==> config.mk <==
export PLATFORM = sky130hd
export DESIGN_NAME = ripple_rate_ctrl_flat
export DESIGN_NICKNAME = d
export VERILOG_FILES = /design/src/rtl/ripple_rate_if.sv /design/src/rtl/ripple_rate_ctrl.sv /design/src/flat_wrapper.sv
export SDC_FILE = /design/constraint.sdc
export NUM_CORES = 1
export LEC_CHECK = 0
export ABC_AREA = 1
export CORE_MARGIN = 2
export CORE_UTILIZATION = 30
export CTS_CLUSTER_DIAMETER = 100
export CTS_CLUSTER_SIZE = 12
export DETAILED_ROUTE_END_ITERATION = 10
export GPL_TIMING_DRIVEN = 0
export SLEW_MARGIN = 20
export SYNTH_ARGS = -nofsm -noshare
export SYNTH_HDL_FRONTEND = slang
export SYNTH_SLANG_ARGS = --single-unit
==> constraint.sdc <==
create_clock -name clk -period 2.3 [get_ports clk]
set_clock_uncertainty 0.1 [all_clocks]
set_input_delay 0.46 -clock clk [delete_from_list [all_inputs] [get_ports clk]]
set_output_delay 0.46 -clock clk [all_outputs]
set_load 0.03 [all_outputs]
==> src/rtl/ripple_rate_if.sv <==
// Button inputs and step-control outputs shared by ripple_rate_ctrl and its consumer.
// The master side is the rate controller. The slave side is the ripple stage or the bench.
interface ripple_rate_if;
   logic       btn_speed;
   logic       btn_pause;
   logic       btn_dir;
   logic       tick;
   logic       dir;
   logic [1:0] speed;
   logic       paused;

   modport master (
      input  btn_speed, btn_pause, btn_dir,
      output tick, dir, speed, paused
   );

   modport slave (
      output btn_speed, btn_pause, btn_dir,
      input  tick, dir, speed, paused
   );
endinterface

==> src/rtl/ripple_rate_ctrl.sv <==
// Conditions the speed/pause/dir buttons and produces the programmable-rate step tick
// for the rippling LED chain.
module ripple_rate_ctrl #(
   parameter int DEBOUNCE_CYCLES = 16,
   parameter int BASE_DIV        = 8,
   parameter int CNT_W           = $clog2(BASE_DIV * 8)
) (
   input  logic          clk,
   input  logic          rst_n,
   ripple_rate_if.master bus
);

   localparam int DB_W = $clog2(DEBOUNCE_CYCLES + 1);

   // Bit order for all per-button vectors: 0 = speed, 1 = pause, 2 = dir.
   logic [2:0]       btn_raw;
   logic [2:0]       sync1_q, sync1_d;
   logic [2:0]       sync2_q, sync2_d;
   logic [2:0]       deb_q, deb_d;
   logic [2:0]       press_q, press_d;
   logic [DB_W-1:0]  db_cnt_q [3];
   logic [DB_W-1:0]  db_cnt_d [3];

   logic [CNT_W-1:0] cnt_q, cnt_d;
   logic [CNT_W-1:0] term;
   logic             tc;
   logic             tick_q, tick_d;
   logic             dir_q, dir_d;
   logic             paused_q, paused_d;
   logic [1:0]       speed_q, speed_d;

   assign btn_raw = {bus.btn_dir, bus.btn_pause, bus.btn_speed};

   always_comb begin
      sync1_d = btn_raw;
      sync2_d = sync1_q;
      deb_d   = deb_q;
      for (int b = 0; b < 3; b++) begin
         db_cnt_d[b] = '0;
         if (sync2_q[b] != deb_q[b]) begin
            if (db_cnt_q[b] == DB_W'(DEBOUNCE_CYCLES - 1))
               deb_d[b] = sync2_q[b];
            else
               db_cnt_d[b] = db_cnt_q[b] + DB_W'(1);
         end
      end
      // Only the accepted rising edge of a debounced level counts as a press.
      press_d = deb_d & ~deb_q;
   end

   always_comb begin
      term     = CNT_W'((BASE_DIV << speed_q) - 1);
      tc       = ~paused_q & (cnt_q == term);
      tick_d   = tc;
      cnt_d    = cnt_q;
      speed_d  = speed_q;
      paused_d = paused_q;
      dir_d    = dir_q;
      if (!paused_q)
         cnt_d = tc ? '0 : cnt_q + CNT_W'(1);
      // A speed press restarts the period but never swallows a tick already due.
      if (press_q[0]) begin
         speed_d = speed_q + 2'd1;
         cnt_d   = '0;
      end
      if (press_q[1])
         paused_d = ~paused_q;
      if (press_q[2])
         dir_d = ~dir_q;
   end

   always_ff @(posedge clk) begin
      if (!rst_n) begin
         sync1_q  <= '0;
         sync2_q  <= '0;
         deb_q    <= '0;
         press_q  <= '0;
         for (int b = 0; b < 3; b++)
            db_cnt_q[b] <= '0;
         cnt_q    <= '0;
         tick_q   <= 1'b0;
         dir_q    <= 1'b0;
         paused_q <= 1'b0;
         speed_q  <= '0;
      end else begin
         sync1_q  <= sync1_d;
         sync2_q  <= sync2_d;
         deb_q    <= deb_d;
         press_q  <= press_d;
         for (int b = 0; b < 3; b++)
            db_cnt_q[b] <= db_cnt_d[b];
         cnt_q    <= cnt_d;
         tick_q   <= tick_d;
         dir_q    <= dir_d;
         paused_q <= paused_d;
         speed_q  <= speed_d;
      end
   end

   assign bus.tick   = tick_q;
   assign bus.dir    = dir_q;
   assign bus.speed  = speed_q;
   assign bus.paused = paused_q;

endmodule

==> src/flat_wrapper.sv <==
// flat-port wrapper written by rule: the top's interface ports become plain ports
module ripple_rate_ctrl_flat 
#(
   parameter int DEBOUNCE_CYCLES = 16,
   parameter int BASE_DIV        = 8,
   parameter int CNT_W           = $clog2(BASE_DIV * 8)
)
  (clk, rst_n, bus_btn_speed, bus_btn_pause, bus_btn_dir, bus_tick, bus_dir, bus_speed, bus_paused);
  ripple_rate_if bus_i ();
  input  logic clk;
  input  logic rst_n;
  input wire logic [$bits(bus_i.btn_speed)-1:0] bus_btn_speed;
  input wire logic [$bits(bus_i.btn_pause)-1:0] bus_btn_pause;
  input wire logic [$bits(bus_i.btn_dir)-1:0] bus_btn_dir;
  output wire logic [$bits(bus_i.tick)-1:0] bus_tick;
  output wire logic [$bits(bus_i.dir)-1:0] bus_dir;
  output wire logic [$bits(bus_i.speed)-1:0] bus_speed;
  output wire logic [$bits(bus_i.paused)-1:0] bus_paused;
  assign bus_i.btn_speed = bus_btn_speed;
  assign bus_i.btn_pause = bus_btn_pause;
  assign bus_i.btn_dir = bus_btn_dir;
  assign bus_tick = bus_i.tick;
  assign bus_dir = bus_i.dir;
  assign bus_speed = bus_i.speed;
  assign bus_paused = bus_i.paused;
  ripple_rate_ctrl #(.DEBOUNCE_CYCLES(DEBOUNCE_CYCLES), .BASE_DIV(BASE_DIV), .CNT_W(CNT_W)) u_core (.clk(clk), .rst_n(rst_n), .bus(bus_i));
endmodule
==> results.yml <==
run_status:
  run_status: "finished clean"
critical_path:
  endpoint_kind: "primary output"
  cpPeakStageDelay_ns: 0.71
  startpoint_type: "flip-flop"
  critPathKind: "reg2out"
  required_ns: 1.74
  cp_max_fo: 5
  crit_slowest_cell: "clkdlybuf4s50_1"
  path_buf_inv: 1
  crit_chain: "clkdlybuf4s50_1"
  path_delay_family: "buffers and inverters"
  cp.arrival_ns: 1.44
route:
  drt_iter0_markers: 47
  dr.pass1.iters: 4
  vias: 1086
  wl_per_cell_um: 8.178
  routed_wl_um: 2208
  drc: 0
  via_per_inst: 4.022
  ant_nets: 0
synthesis:
  synth_seq_cells: 38
  synth_cells: 183
  synth_nets: 198
  yosys_warnings: 0
  synthDistinctLibCells: 25
  synth_top_cell_by_area: "dfxtp_1"
  yosys-top-cells-area: "dfxtp_1 49%, ha_1 8.1%, inv_1 7.8%"
  avgSynthCellArea_um2: 8.430
  synth_top_area_share: 0.4931
  synth_area_um2: 1543
  synth_seq_area_share: 0.4931
sta:
  relSlewSlack: 0.7837
  worst_slack_ns: 0.2962
  finalHoldViolCount: 0
  slew_violations: 0
  setup_viol: 0
  finalCritPeriodShare: 0.8712
  fmaxAchievable_mhz: 499.0
  fin_crit_ns: 2.004
  fin_setup_tns_ns: 0
  rsz0062_at_grt: "false"
  tightest_slew_ns: 0.3234
finish:
  layout.cells.non_filler: 270
  finish.utilization: 0.3695
  multi_input_area_um2: 645.6
  final_common_cell: "dfxtp_1"
  syn_to_final_growth_pct: 20.76
  diodes: 0
  fillers: 518
  final_cell_mix: "38 x dfxtp_1, 32 x inv_1, 27 x nor2_1"
  regArea_um2: 760.7
  fin_nets: 214
  drive_above_1_share: 0.1250
cts:
  cts_resized: 0
  worstSkewPairLatency_ns: 0.29
  cts_hold_buf: 0
  cts.path.max_buffers: 2
  path_clk_slew_ns: 0.07
  cts_root_buf: "clkbuf_8"
  cts_setup_buffers: 0
  numClockSinks: 38
  cts_tree: "built"
  htreeDepth: 2
  cts_buffers: 5
placed_design:
  dp_slack_ns: 0.5680
  gp_congestion: 0.7171
  place_inst: 262
  dp_hpwl_um: 1594
  io_buffer_count: 9
power:
  p_clk_frac: 0.492
  p_leak_nw: 0.7476
  p_comb_frac: 0.027
  p_sw_uw: 262.9
  p_sw_frac: 0.1861
  internal-power_mw: 1.149
  power_density_nw_per_um2: 758.1
  ir_drop_mv: 0.3409
  seqPwrFrac: 0.480
grt:
  grt_pass1_vias: 1017
  grt_pass1_wl_um: 4071
  grt_start_max_net_pins: 13
  grt_overflow: 0
  grt_antenna_before_repair: 0
  gr-usage-all-layers: 0.09602
die:
  core-area_um2: 5042
  io_pins: 10
  placementRows: 26
  initial_core_util: 0.3060
  dieArea_um2: 5732
  die_h_um: 75.71
  fp.dieW_um: 75.71
min_path:
  hp-class: "reg2reg"
flow_run:
  maxCapViolCount: 0
## power by group through the flow
stage / clock [mW] / sequential, mW / combinational, mW
floorplan: 0 / 0.692 / 0.0261
global placement: 0 / 0.693 / 0.0389
detailed placement: 0 / 0.694 / 0.0392
CTS: 0.720 / 0.678 / 0.0394
global route: 0.755 / 0.679 / 0.0449
finish: 0.696 / 0.678 / 0.0388
## cell usage after synthesis
cell and number:
a21oi_1 7, a21oi_2 5, and3b_1 1, buf_2 1
dfxtp_1 38, ha_1 10, inv_1 32, inv_2 3
nand2_1 25, nand2_2 2, nand3_1 4, nand3_2 1
nand4_1 5, nand4_2 1, nor2_1 27, nor3_1 1
nor3_2 1, nor3b_1 1, nor4_1 3, o211ai_2 2
o21ai_0 6, o21ai_1 1, or2_2 1, xnor2_1 2
xor2_1 3
## routing by layer
layer	part of all wire	global-route usage	up-vias	routed length, um
li1	-	-	609	-
met1	0.53	0.1103	457	1161
met2	0.40	0.1488	14	884
met3	0.052	0.04762	6	114
met4	0.022	0.04678	0	48
met5	0	0	-	0
## final cells by class
cell class                      count  area share
Inverter                           35     0.07052
Clock inverter                      2     0.03224
Timing Repair Buffer                9     0.04835
Tap cell                           70     0.04701
Buffer                              1    0.002686
Multi-Input combinational cell    109      0.3465
Clock buffer                        6     0.04432
Sequential cell                    38      0.4083
## sequential cells by signal (all words and copies together), names as in the netlist
signal and flops:
u_core.sync1_q 3, u_core.bus.tick 1, u_core.sync2_q 3, u_core.bus.paused 1, u_core.cnt_q 6, u_core.press_q 3, u_core.db_cnt_q 15, u_core.bus.speed 2
u_core.deb_q 3, u_core.bus.dir 1
## cells by family after synthesis
logic type / synth area share
buffers and inverters: 0.08840
adder cells (fa/ha/maj): 0.08110
flip-flops: 0.4931
XOR/XNOR: 0.02839
AO/OA/AOI/OAI: 0.09002
AND/OR/NAND/NOR: 0.2190
## path summary, 6_finish.rpt
check	from	endpoint	slack (ns)	cells after the start
setup / recovery	u_core.bus.paused$_SDFFE_PN0P_	bus_paused	0.30	1
hold / removal	u_core.sync1_q[0]$_SDFF_PN0_	u_core.sync2_q[0]$_SDFF_PN0_	0.31	2
setup reg to reg	u_core.db_cnt_q[0][10]$_SDFF_PP0_	u_core.db_cnt_q[0][12]$_SDFF_PP0_	0.72	7
hold reg to reg	u_core.sync1_q[0]$_SDFF_PN0_	u_core.sync2_q[0]$_SDFF_PN0_	0.31	2
## stage by stage
stage / total power [mW] / cell area (um2) / hold slack, ns
global placement: 0.7319 / 1720 / 0.2931
finish: 1.412 / 1863 / 0.3125
floorplan: 0.7179 / 1543 / 0.2905
detailed placement: 0.7328 / 1720 / 0.2987
CTS: 1.437 / 1863 / 0.3157
global route: 1.479 / 1863 / 0.3451
(Power assumes the default switching activity.)
